==> src/rtl/spi_slave_responder.sv <==
// SPI responder: synchronises SCLK/CS_n/MOSI into clk and shifts
// LSB-first frames, with one-entry TX buffer and RX holding register.
module spi_slave_responder #(
    parameter int DATA_W      = 8,
    parameter int SYNC_STAGES = 2
) (
    input  logic              clk,
    input  logic              reset,
    input  logic              sclk,
    input  logic              cs_n,
    input  logic              mosi,
    output logic              miso,
    output logic              miso_oe,
    input  logic [DATA_W-1:0] tx_data,
    input  logic              tx_valid,
    output logic              tx_ready,
    output logic [DATA_W-1:0] rx_data,
    output logic              rx_valid,
    input  logic              rx_ready,
    output logic              overrun,
    output logic              underrun
);

    localparam int CNT_W = $clog2(DATA_W);
    localparam logic [CNT_W-1:0] LAST = CNT_W'(DATA_W - 1);

    localparam logic [0:0] ST_IDLE   = 1'b0;
    localparam logic [0:0] ST_ACTIVE = 1'b1;

    logic [SYNC_STAGES-1:0] sclk_sync_q, sclk_sync_d;
    logic [SYNC_STAGES-1:0] cs_sync_q, cs_sync_d;
    logic [SYNC_STAGES-1:0] mosi_sync_q, mosi_sync_d;
    logic                   sclk_dly_q, sclk_dly_d;
    logic                   cs_dly_q, cs_dly_d;

    logic [0:0]        state_q, state_d;
    logic [DATA_W-1:0] sreg_q, sreg_d;
    logic [CNT_W-1:0]  cnt_q, cnt_d;
    logic [DATA_W-1:0] tx_buf_q, tx_buf_d;
    logic              tx_full_q, tx_full_d;
    logic [DATA_W-1:0] rx_data_q, rx_data_d;
    logic              rx_valid_q, rx_valid_d;
    logic              miso_q, miso_d;
    logic              miso_oe_q, miso_oe_d;
    logic              overrun_q, overrun_d;
    logic              underrun_q, underrun_d;

    logic sclk_s, cs_s, mosi_s;
    logic sclk_rise, sclk_fall, cs_rise, cs_fall;

    assign sclk_s = sclk_sync_q[SYNC_STAGES-1];
    assign cs_s   = cs_sync_q[SYNC_STAGES-1];
    assign mosi_s = mosi_sync_q[SYNC_STAGES-1];

    assign sclk_rise = sclk_s & ~sclk_dly_q;
    assign sclk_fall = ~sclk_s & sclk_dly_q;
    assign cs_rise   = cs_s & ~cs_dly_q;
    assign cs_fall   = ~cs_s & cs_dly_q;

    // Shift pins through the synchroniser chains and edge-delay flops
    always_comb begin
        sclk_sync_d = {sclk_sync_q[SYNC_STAGES-2:0], sclk};
        cs_sync_d   = {cs_sync_q[SYNC_STAGES-2:0], cs_n};
        mosi_sync_d = {mosi_sync_q[SYNC_STAGES-2:0], mosi};
        sclk_dly_d  = sclk_s;
        cs_dly_d    = cs_s;
    end

    // Frame FSM, shift register, TX buffer and RX holding register
    always_comb begin
        state_d    = state_q;
        sreg_d     = sreg_q;
        cnt_d      = cnt_q;
        tx_buf_d   = tx_buf_q;
        tx_full_d  = tx_full_q;
        rx_data_d  = rx_data_q;
        rx_valid_d = rx_valid_q;
        miso_d     = miso_q;
        miso_oe_d  = miso_oe_q;
        overrun_d  = 1'b0;
        underrun_d = 1'b0;

        if (tx_valid && !tx_full_q) begin
            tx_buf_d  = tx_data;
            tx_full_d = 1'b1;
        end

        if (rx_valid_q && rx_ready) begin
            rx_valid_d = 1'b0;
        end

        unique case (state_q)
            ST_IDLE: begin
                if (cs_fall) begin
                    if (tx_full_q) begin
                        sreg_d    = tx_buf_q;
                        tx_full_d = 1'b0;
                    end else begin
                        sreg_d     = '0;
                        underrun_d = 1'b1;
                    end
                    miso_oe_d = 1'b1;
                    cnt_d     = '0;
                    state_d   = ST_ACTIVE;
                end
            end
            ST_ACTIVE: begin
                if (cs_rise) begin
                    miso_oe_d = 1'b0;
                    miso_d    = 1'b0;
                    cnt_d     = '0;
                    state_d   = ST_IDLE;
                end else if (sclk_rise) begin
                    miso_d = sreg_q[0];
                    sreg_d = sreg_q >> 1;
                end else if (sclk_fall) begin
                    if (cnt_q == LAST) begin
                        rx_data_d  = {mosi_s, sreg_q[DATA_W-2:0]};
                        rx_valid_d = 1'b1;
                        overrun_d  = rx_valid_q && !rx_ready;
                        cnt_d      = '0;
                        if (tx_full_q) begin
                            sreg_d    = tx_buf_q;
                            tx_full_d = 1'b0;
                        end else begin
                            sreg_d     = '0;
                            underrun_d = 1'b1;
                        end
                    end else begin
                        sreg_d[DATA_W-1] = mosi_s;
                        cnt_d            = cnt_q + 1'b1;
                    end
                end
            end
            default: state_d = ST_IDLE;
        endcase
    end

    // Register all state; chip select idles high
    always_ff @(posedge clk or negedge reset) begin
        if (!reset) begin
            sclk_sync_q <= '0;
            cs_sync_q   <= '1;
            mosi_sync_q <= '0;
            sclk_dly_q  <= 1'b0;
            cs_dly_q    <= 1'b1;
            state_q     <= ST_IDLE;
            sreg_q      <= '0;
            cnt_q       <= '0;
            tx_buf_q    <= '0;
            tx_full_q   <= 1'b0;
            rx_data_q   <= '0;
            rx_valid_q  <= 1'b0;
            miso_q      <= 1'b0;
            miso_oe_q   <= 1'b0;
            overrun_q   <= 1'b0;
            underrun_q  <= 1'b0;
        end else begin
            sclk_sync_q <= sclk_sync_d;
            cs_sync_q   <= cs_sync_d;
            mosi_sync_q <= mosi_sync_d;
            sclk_dly_q  <= sclk_dly_d;
            cs_dly_q    <= cs_dly_d;
            state_q     <= state_d;
            sreg_q      <= sreg_d;
            cnt_q       <= cnt_d;
            tx_buf_q    <= tx_buf_d;
            tx_full_q   <= tx_full_d;
            rx_data_q   <= rx_data_d;
            rx_valid_q  <= rx_valid_d;
            miso_q      <= miso_d;
            miso_oe_q   <= miso_oe_d;
            overrun_q   <= overrun_d;
            underrun_q  <= underrun_d;
        end
    end

    assign miso     = miso_q;
    assign miso_oe  = miso_oe_q;
    assign tx_ready = ~tx_full_q;
    assign rx_data  = rx_data_q;
    assign rx_valid = rx_valid_q;
    assign overrun  = overrun_q;
    assign underrun = underrun_q;

endmodule
==> config.mk <==
export PLATFORM = sky130hd
export DESIGN_NAME = spi_slave_responder
export DESIGN_NICKNAME = d
export VERILOG_FILES = /design/src/rtl/spi_slave_responder.sv
export SDC_FILE = /design/constraint.sdc
export NUM_CORES = 1
export LEC_CHECK = 0
export ABC_AREA = 1
export BUFFER_PORTS_ARGS = -buffer_cell sky130_fd_sc_hd__buf_4
export CORE_UTILIZATION = 50
export DETAILED_ROUTE_END_ITERATION = 8
export PLACE_DENSITY = 0.83
export SLEW_MARGIN = 20
export SYNTH_ARGS = -nofsm -noshare
export SYNTH_HDL_FRONTEND = slang
export SYNTH_SLANG_ARGS = --single-unit
==> constraint.sdc <==
create_clock -name clk -period 1.6 [get_ports clk]
set_clock_uncertainty 0.15 [all_clocks]
set_input_delay 0.32 -clock clk [delete_from_list [all_inputs] [get_ports clk]]
set_output_delay 0.32 -clock clk [all_outputs]
set_load 0.005 [all_outputs]
==> results of run 1 <==
[worst max-delay path, stage by stage, from the launching register on]
cell       delay, ns
dfstp_2         0.57
inv_2           0.04
nand2_2         0.06
nand2_4         0.08
nor3_4          0.30
clkbuf_16       0.21
nand2_2         0.04
o21ai_1         0.06
[power by group through the flow]
stage | logic, uW | registers, uW | clock network (uW)
global placement | 663 | 1520 | 0
detailed placement | 680 | 1530 | 0
CTS | 696 | 1510 | 681
global route | 827 | 1560 | 728
floorplan | 518 | 1470 | 0
finish | 725 | 1530 | 676
[area by class of cell]
type                       count  area [um2]
inverter                      29         109
tap                           46        57.6
sequential                    42        1060
fill                         287        1070
clock buffer                   6        41.3
clock inverter                 2        37.5
multi-input combinational    118         699
timing repair buffer          41         348
[timing repair]
item	4_1_cts	5_1_grt
pin swaps	0	3
cloned	0	1
hold buffers	4	0
gates resized for setup	4	20
setup buffers	0	5
endpoints found under the hold margin	42	0
endpoints found under the setup margin	7	16
[Yosys cell counts]
master and number:
a21oi_1 1, buf_2 1, buf_4 1, buf_6 2, dfrtp_1 39, dfstp_2 3
ha_1 3, inv_1 27, inv_2 2, mux2_2 8, nand2_1 59, nand2_2 5
nand2_4 1, nand3_1 16, nand3_2 1, nand4_1 2, nor2_1 1, nor2_4 1
nor3_1 1, nor3_4 1, o21ai_0 12, o21ai_1 3, o21ai_2 2, o31ai_1 1
[routing by layer]
layer	vias to the layer above	share of wire, %	GRT usage [%]
met3	7	4.5	5.47
met1	645	46	23.0
met2	35	48	29.9
met4	0	1.4	6.10
met5	-	0	0
li1	697	-	-
[path summary, 6_finish.rpt]
kind / start / endpoint / slack [ns] / depth (start not counted)
worst max register to register: cs_dly_q / rx_data[0] / 0.02 / 7
max in group asynchronous: reset / cs_sync_q[0] / 0.62 / 2
min in group asynchronous: reset / miso / 0.32 / 2
worst min register to register: cs_sync_q[0] / cs_sync_q[1] / 0.21 / 0
worst max-delay path: cs_dly_q / rx_data[0] / 0.02 / 7
worst min-delay path: tx_data[6] / tx_buf_q[6] / 0.04 / 2
[cells by family after synthesis]
group,count (synthesis),synth area share (%)
fa+ha+maj,3,2.05
simple gates,88,22.0
compound gates,19,5.73
flops,42,57.5
mux,8,4.91
buf+inv,33,7.84
[flip-flops by register name (all words and copies together), names as in the netlist, 2 cells and up]
signal       count
sclk_sync_q      2
sreg_q           8
tx_buf_q         8
mosi_sync_q      2
cs_sync_q        2
rx_data          8
cnt_q            3
[per-stage QoR]
step,power [uW],utilization (%),instances,TNS (ns)
global route,3110,68.8,284,-0.327
floorplan,1980,-,193,0
global placement,2180,61.5,266,0
CTS,2880,65.4,278,0
detailed placement,2210,61.5,266,-0.347
finish,2930,68.8,284,0
==> results.ini, run 1 <==
[pwr]
clockPowerShare_pct = 23.1
vdd_drop_max_v = 0.000826
p_int_uw = 2020
p_switching_uw = 912
p_leak_uw = 0.00124
comb_power_share_pct = 24.8
p_per_area_nw_per_um2 = 1250
p_seq_share_pct = 52.1
p_sw_share_pct = 31.2

[sta]
period_minus_slack_ns = 1.58
slew_violations = 0
finalHoldViolCount = 0
maxSlewHeadroom_pct = 66.6
setup_viol = 0
whs_ns = 0.0413
rsz0062_at_grt = true
worst_pin_slew_ns = 0.501
final.period_utilization_pct = 98.6
fmaxAchievable_ghz = 0.634
layout_setup_ws_ns = 0.0228

[layout]
layout_commonest_cell = nand2_1
area_delta_synth_final_pct = 28.0
final_cell_mix = nand2_1, dfrtp_1, buf_4, inv_1, nand3_1
design_area_um2 = 2350
layout-drive-gt1-share_pct = 35.3
nNetsFinal = 255
antennaDiodeCount = 0

[global_route]
grt_overflow = 0
grt_max_degree = 43
grt_pass1_vias = 1265
grt_pass1_wl_um = 5460
antenna_found_initial = 0
grtUsageTotal_pct = 18.2

[clock_tree]
cts_tree = built
cts_inserted_buffers = 5
htree_levels = 2
clock_latency_ns = 0.35
cts_sinks = 42
cts_root_buffer = clkbuf_4
clockBufferDepth = 2
cts.clk_slew.worst_paths_ns = 0.12

[routing]
drtIter0Drc = 46
antenna_left = 0
drt-total-wl_um = 3370
num_vias = 1384
routed_via_density = 4.87
dr.pass1.iters = 4
drc = 0
routedWlPerCell_um = 11.9

[floorplanning]
core_area_um2 = 3420
start_util_pct = 53.7
ios = 29
die_area_um2 = 3920
die_h_um = 62.6
placementRows = 21
die_w_um = 62.6

[hold_path]
hp-class = input pin to flop

[worst_setup_path]
crit_type = flop to flop
crit_arrival_ns = 1.71
cp_max_fo = 8
crit_path_start_kind = flop
crit_required_ns = 1.74
end_kind = flop

[synth]
syn_nets = 211
netlist-cell-type-count = 24
yosys_warnings = 0
ys_top_cells_by_area = dfrtp_1, nand2_1, inv_1
synth.top_cell.area_share_pct = 53.2
avgSynthCellArea_um2 = 9.50
synth_seq_cells = 42
seq_area_frac_synth_pct = 57.5
synth_top_cell_by_area = dfrtp_1
synthCells = 193
netlist_area_um2 = 1830

[placed_design]
postPlaceCellArea_um2 = 2100
place_hpwl_um = 2160
dp_slack_ns = -0.0570
gp_congestion = 0.842
port_buffers = 28

[flow_run]
maxCapViolations = 0

[status]
status = finished clean

(Power assumes the default switching activity.)
==> inputs of run 2 (changes only) <==
--- a/config.mk
+++ b/config.mk
@@ -7,10 +7,9 @@
 export LEC_CHECK = 0
 export ABC_AREA = 1
 export BUFFER_PORTS_ARGS = -buffer_cell sky130_fd_sc_hd__buf_4
-export CORE_UTILIZATION = 50
+export CORE_UTILIZATION = 45
 export DETAILED_ROUTE_END_ITERATION = 8
-export PLACE_DENSITY = 0.83
-export SLEW_MARGIN = 20
+export PLACE_DENSITY = 0.76
 export SYNTH_ARGS = -nofsm -noshare
 export SYNTH_HDL_FRONTEND = slang
 export SYNTH_SLANG_ARGS = --single-unit
==> run 2 against run 1 <==
  * Final cell count decreased by 0.35%
  * Total power up 3.8%
  * Wire length fell by 6.4%
  * Core utilization fell by 7.0 points
  * First-iteration DRC count is 6.5% higher
  * Sequential power barely moved
  * Largest power group unchanged
==> results.ini, run 2 (synthesis gave the netlist of run 1 again) <==
[status]
status = finished clean  ; unchanged

[clock_tree]
clockBufferDepth = 2  ; unchanged
cts.clk_slew.worst_paths_ns = 0.08  ; was 0.12 ns
htree_levels = 2  ; unchanged
cts_inserted_buffers = 5  ; unchanged
clock_latency_ns = 0.29  ; was 0.35 ns
cts_sinks = 42  ; unchanged
cts_root_buffer = clkbuf_8  ; was clkbuf_4
cts_tree = built  ; unchanged

[global_route]
grt_max_degree = 43  ; unchanged
grt_pass1_wl_um = 5240  ; was 5460 um
grtUsageTotal_pct = 16.1  ; was 18.2%
antenna_found_initial = 0  ; unchanged
grt_pass1_vias = 1230  ; was 1265
grt_overflow = 0  ; unchanged

[worst_setup_path]
cp_max_fo = 8  ; unchanged
cpMostUsedCell = ha_2  ; was nand2_2
cpPeakStageDelay_ns = 0.38  ; was 0.57 ns
crit_path_start_kind = flop  ; unchanged
worst_path_max_delay_cell = dfrtp_1  ; was dfstp_2
cpLargestDelayFamily = flip-flops  ; unchanged
crit_required_ns = 1.63  ; was 1.74 ns
crit_buf_inv = 2  ; unchanged
cp_cell_sequence = ha_2 > ha_2 > inv_2 > nor3_4 > clkbuf_16 > o21ai_0  ; was inv_2 > nand2_2 > nand2_4 > nor3_4 > clkbuf_16 > nand2_2 > o21ai_1
crit_arrival_ns = 1.59  ; was 1.71 ns
crit_type = flop to flop  ; unchanged
end_kind = flop  ; unchanged

[layout]
final_cell_mix = nand2_1, dfrtp_1, buf_4, inv_1, nand3_1  ; unchanged
layout-drive-gt1-share_pct = 32.3  ; was 35.3%
antennaDiodeCount = 0  ; unchanged
nNetsFinal = 252  ; was 255
area_delta_synth_final_pct = 26.9  ; was 28.0%
stdcell_count = 283  ; was 284
fillers = 314  ; was 287
layout_commonest_cell = nand2_1  ; unchanged
final_util_pct = 61.7  ; was 68.8%

[routing]
drtIter0Drc = 49  ; was 46
dr.pass1.iters = 4  ; unchanged
routed_via_density = 4.71  ; was 4.87
drt-total-wl_um = 3150  ; was 3370 um
antenna_left = 0  ; unchanged
num_vias = 1333  ; was 1384
routedWlPerCell_um = 11.1  ; was 11.9 um
drc = 0  ; unchanged

[floorplanning]
placementRows = 22  ; was 21
ios = 29  ; unchanged
die_h_um = 65.8  ; was 62.6 um
die_w_um = 65.8  ; was 62.6 um
core_area_um2 = 3770  ; was 3420 um2
die_area_um2 = 4340  ; was 3920 um2
start_util_pct = 48.6  ; was 53.7%

[sta]
rsz0062_at_grt = true  ; unchanged
whs_ns = 0.102  ; was 0.0413 ns
final.period_utilization_pct = 97.3  ; was 98.6%
setup_viol = 0  ; unchanged
maxSlewHeadroom_pct = 66.5  ; was 66.6%
slew_violations = 0  ; unchanged
layout_setup_ws_ns = 0.0430  ; was 0.0228 ns
worst_pin_slew_ns = 0.502  ; was 0.501 ns
period_minus_slack_ns = 1.56  ; was 1.58 ns
finalHoldViolCount = 0  ; unchanged
fmaxAchievable_ghz = 0.642  ; was 0.634 GHz
fin_tns_setup_ns = 0  ; unchanged

[hold_path]
hp-class = input pin to flop  ; unchanged

[placed_design]
port_buffers = 28  ; unchanged
place_hpwl_um = 2030  ; was 2160 um
placed_cells = 267  ; was 266
dp_slack_ns = -0.0230  ; was -0.0570 ns
gp_congestion = 0.875  ; was 0.842

[pwr]
vdd_drop_max_v = 0.000794  ; was 0.000826 V
p_per_area_nw_per_um2 = 1300  ; was 1250 nW/um2
p_leak_uw = 0.00123  ; was 0.00124 uW

[flow_run]
maxCapViolations = 0  ; unchanged

[run 2: cell count changes in the layout (fill, tap and decap cells not counted), sizes merged]
cell | before | now
buf | 36 | 33
[run 2: area by class of cell]
class | instances | area [um2] | area share, %
Sequential cell | 42 | 1050 | 45.3
Multi-Input combinational cell | 118 | 669 | 28.7
Timing Repair Buffer | 38 | 325 | 14.0
Inverter | 29 | 109 | 4.67
Clock buffer | 6 | 72.6 | 3.12
Tap cell | 48 | 60.1 | 2.58
Clock inverter | 2 | 37.5 | 1.61
[run 2: worst reg2reg max path, delay by kind of cell, from the launching register on]
kind | cells | cell delay [ns]
AO/OA/AOI/OAI | 1 | 0.07
buffers and inverters | 2 | 0.27
flip-flops | 1 | 0.38
AND/OR/NAND/NOR | 1 | 0.21
adder cells (fa/ha/maj) | 2 | 0.38
[run 2: final timing paths]
kind	depth (start not counted)	start	slack (ns)	endpoint
worst max-delay path	6	cnt_q[0]	0.04	rx_data[5]
worst min-delay path	2	tx_data[5]	0.10	tx_buf_q[5]
worst max register to register	6	cnt_q[0]	0.04	rx_data[5]
worst min register to register	0	mosi_sync_q[0]	0.21	mosi_sync_q[1]
max in group asynchronous	2	reset	0.55	cs_sync_q[1]
min in group asynchronous	2	reset	0.40	tx_buf_q[7]
[run 2: per-stage QoR]
step	area (um2)	total power, uW
after floorplan	1830	1980
after global placement	2100	2180
after detailed placement	2100	2200
after CTS	2250	3040
after global routing	2330	3250
final	2330	3040
[run 2: power breakdown]
group,switching (uW),internal (uW)
Combinational,354,350
Clock,350,465
Sequential,194,1320
Total,898,2140
[run 2: timing repair]
action	in CTS	in global routing
hold endpoints to repair	42	0
buffers inserted	0	3
setup endpoints to repair	7	11
gates resized for setup	2	14
hold buffers	4	0
pin swaps	0	2
cloned	0	1
[run 2: layer usage]
| metal | GRT usage [%] | vias to the layer above | routed length [um] | part of all wire, % |
|---|---|---|---|---|
| met3 | 4.83 | 4 | 164 | 5.2 |
| li1 | - | 691 | - | - |
| met4 | 5.71 | 0 | 38 | 1.2 |
| met1 | 21.9 | 599 | 1530 | 48 |
| met5 | 0 | - | 0 | 0 |
| met2 | 24.4 | 39 | 1430 | 45 |
==> inputs of run 3 (changes only) <==
--- a/config.mk
+++ b/config.mk
@@ -9,7 +9,9 @@
 export BUFFER_PORTS_ARGS = -buffer_cell sky130_fd_sc_hd__buf_4
 export CORE_UTILIZATION = 45
 export DETAILED_ROUTE_END_ITERATION = 8
+export GPL_TIMING_DRIVEN = 0
 export PLACE_DENSITY = 0.76
+export SLEW_MARGIN = 25
 export SYNTH_ARGS = -nofsm -noshare
 export SYNTH_HDL_FRONTEND = slang
 export SYNTH_SLANG_ARGS = --single-unit
==> run 3 against run 2 <==
  * Maximum frequency rose by 3.5%
  * Critical path type unchanged
  * Largest cell class unchanged
  * Combinational power fell by 0.9%
  * Core utilization fell by 2.2 points
  * Cell area fell by 3.5%
  * Largest power group unchanged
  * Non-clock buffer count fell by 1
  * Sequential share of layout area rose by 1.7 points
==> results.ini, run 3 (synthesis gave the netlist of run 1 again) <==
[layout]
layout-drive-gt1-share_pct = 29.2  ; was 32.3%
layout_commonest_cell = nand2_1  ; unchanged
final_util_pct = 59.6  ; was 61.7%
antennaDiodeCount = 0  ; unchanged
area_delta_synth_final_pct = 22.4  ; was 26.9%
design_area_um2 = 2250  ; was 2330 um2
final_cell_mix = nand2_1, dfrtp_1, buf_4, inv_1, nand3_1  ; unchanged
nNetsFinal = 251  ; was 252

[worst_setup_path]
crit_type = flop to flop  ; unchanged
rrSetupSlack_ns = 0.1  ; was 0.04 ns
end_kind = flop  ; unchanged
crit_arrival_ns = 1.54  ; was 1.59 ns
crit_path_start_kind = flop  ; unchanged
rr_startpoint = cnt_q[0]  ; unchanged
cp_max_fo = 7  ; was 8
r2r_cells = 8  ; was 6
critPathLaunch = cnt_q[0]  ; unchanged
crit_required_ns = 1.63  ; about the same
r2r_end = sreg_q[3]  ; was rx_data[5]

[routing]
dr.pass1.iters = 4  ; unchanged
antenna_left = 0  ; unchanged
drc = 0  ; unchanged
num_vias = 1323  ; was 1333
routedWlPerCell_um = 11.1  ; about the same
drt-met1-wl_um = 1410  ; was 1530 um
dr.max_layer_used = met4  ; unchanged
routed-wl-met2_um = 1470  ; was 1430 um
wl_met3_um = 166  ; was 164 um
drtIter0Drc = 55  ; was 49
drt-total-wl_um = 3120  ; was 3150 um
routed_via_density = 4.71  ; about the same

[clock_tree]
cts_sinks = 42  ; unchanged
cts_root_buffer = clkbuf_8  ; unchanged
htree_levels = 2  ; unchanged
clockBufferDepth = 2  ; unchanged
cts.clk_slew.worst_paths_ns = 0.07  ; was 0.08 ns
clock_latency_ns = 0.29  ; about the same
cts_tree = built  ; unchanged
cts_inserted_buffers = 5  ; unchanged

[placed_design]
port_buffers = 28  ; unchanged
gp_congestion = 0.820  ; was 0.875
place_hpwl_um = 2250  ; was 2030 um
postPlaceCellArea_um2 = 2100  ; about the same

[sta]
period_minus_slack_ns = 1.50  ; was 1.56 ns
final.period_utilization_pct = 94.0  ; was 97.3%
fmaxAchievable_ghz = 0.665  ; was 0.642 GHz
finalHoldViolCount = 0  ; unchanged
slew_violations = 0  ; unchanged
setup_viol = 0  ; unchanged
rsz0062_at_grt = false  ; was true
maxSlewHeadroom_pct = 66.4  ; was 66.5%
fin_tns_setup_ns = 0  ; unchanged
worst_pin_slew_ns = 0.504  ; was 0.502 ns

[pwr]
p_leak_uw = 0.00120  ; was 0.00123 uW
vdd_drop_max_v = 0.000839  ; was 0.000794 V
p_per_area_nw_per_um2 = 1260  ; was 1300 nW/um2

[flow_run]
maxCapViolations = 0  ; unchanged

[floorplanning]
die_w_um = 65.8  ; unchanged
placementRows = 22  ; unchanged
ios = 29  ; unchanged
die_h_um = 65.8  ; unchanged
core_area_um2 = 3770  ; unchanged
die_area_um2 = 4340  ; unchanged
start_util_pct = 48.6  ; unchanged

[global_route]
grt_pass1_wl_um = 5530  ; was 5240 um
grtUsageTotal_pct = 17.4  ; was 16.1%
grt_max_degree = 43  ; unchanged
antenna_found_initial = 0  ; unchanged
grt_overflow = 0  ; unchanged
grt_pass1_vias = 1282  ; was 1230

[hold_path]
hp-class = input pin to flop  ; unchanged
min_to = tx_buf_q[3]  ; was tx_buf_q[5]
hp-start = tx_data[3]  ; was tx_data[5]
hold_path_depth = 2  ; unchanged

[status]
status = finished clean  ; unchanged

run 3: changes by cell type in the layout (fill, tap and decap cells not counted), moves of 2 or more:
cell | before | now
buf_6 | 0 | 2
buf_4 | 32 | 30
o21ai_1 | 7 | 3
o21ai_0 | 7 | 12
nand2_1 | 55 | 58
nand2_2 | 9 | 6
run 3: repair_timing:
| item | CTS | global route |
|---|---|---|
| resized for setup | 4 | 2 |
| buffers inserted | 1 | 0 |
| hold endpoints to repair | 42 | 0 |
| pin swaps | 1 | 1 |
| setup endpoints to repair | 15 | 9 |
| hold buffers | 4 | 0 |
run 3: layout make-up:
| cell class | count | area (um2) |
|---|---|---|
| inverters | 29 | 109 |
| fillers | 331 | 1530 |
| plain buffers | 4 | 35.0 |
| clock buffers | 7 | 76.3 |
| multi-input cells | 118 | 653 |
| flip-flops and latches | 42 | 1050 |
| repair buffers | 33 | 258 |
| well taps | 48 | 60.1 |
run 3: worst max-delay path, stage by stage, from the launching register on:
cell and delay (ns):
dfrtp_1 0.41, ha_2 0.20, ha_2 0.18, inv_2 0.09, nand3_2 0.10, nand2_2 0.10
nor2_4 0.06, nand2_1 0.05, nand2_1 0.05
run 3: metrics by stage:
stage / power [uW] / setup WS (ns) / hold slack (ns) / std cells
floorplan: 1980 / 0.0712 / -0.126 / 193
global placement: 2180 / -0.0452 / 0.174 / 269
detailed placement: 2220 / -0.0892 / 0.181 / 269
CTS: 2850 / 0.0281 / 0.103 / 281
global route: 3050 / 0.00689 / 0.105 / 281
finish: 2830 / 0.0963 / 0.105 / 281
run 3: routing by layer:
layer  track usage, %  up-vias
met5                0        -
met4             8.42        0
met3             5.17        8
met2             28.2       38
met1             21.0      595
li1                 -      682
run 3: report_power, final:
group / internal (uW) / switching, uW / total, uW
Combinational: 338 / 360 / 698
Sequential: 1320 / 183 / 1510
Clock: 300 / 324 / 624
Total: 1960 / 866 / 2830
run 3: worst max-delay path by stage:
stage                     slack [ns]          to
after floorplan                 0.07  rx_data[0]
after global placement         -0.05  rx_data[5]
after detailed placement       -0.09  rx_data[1]
after CTS                       0.03   sreg_q[3]
after global routing           0.007   sreg_q[3]
final                            0.1   sreg_q[3]
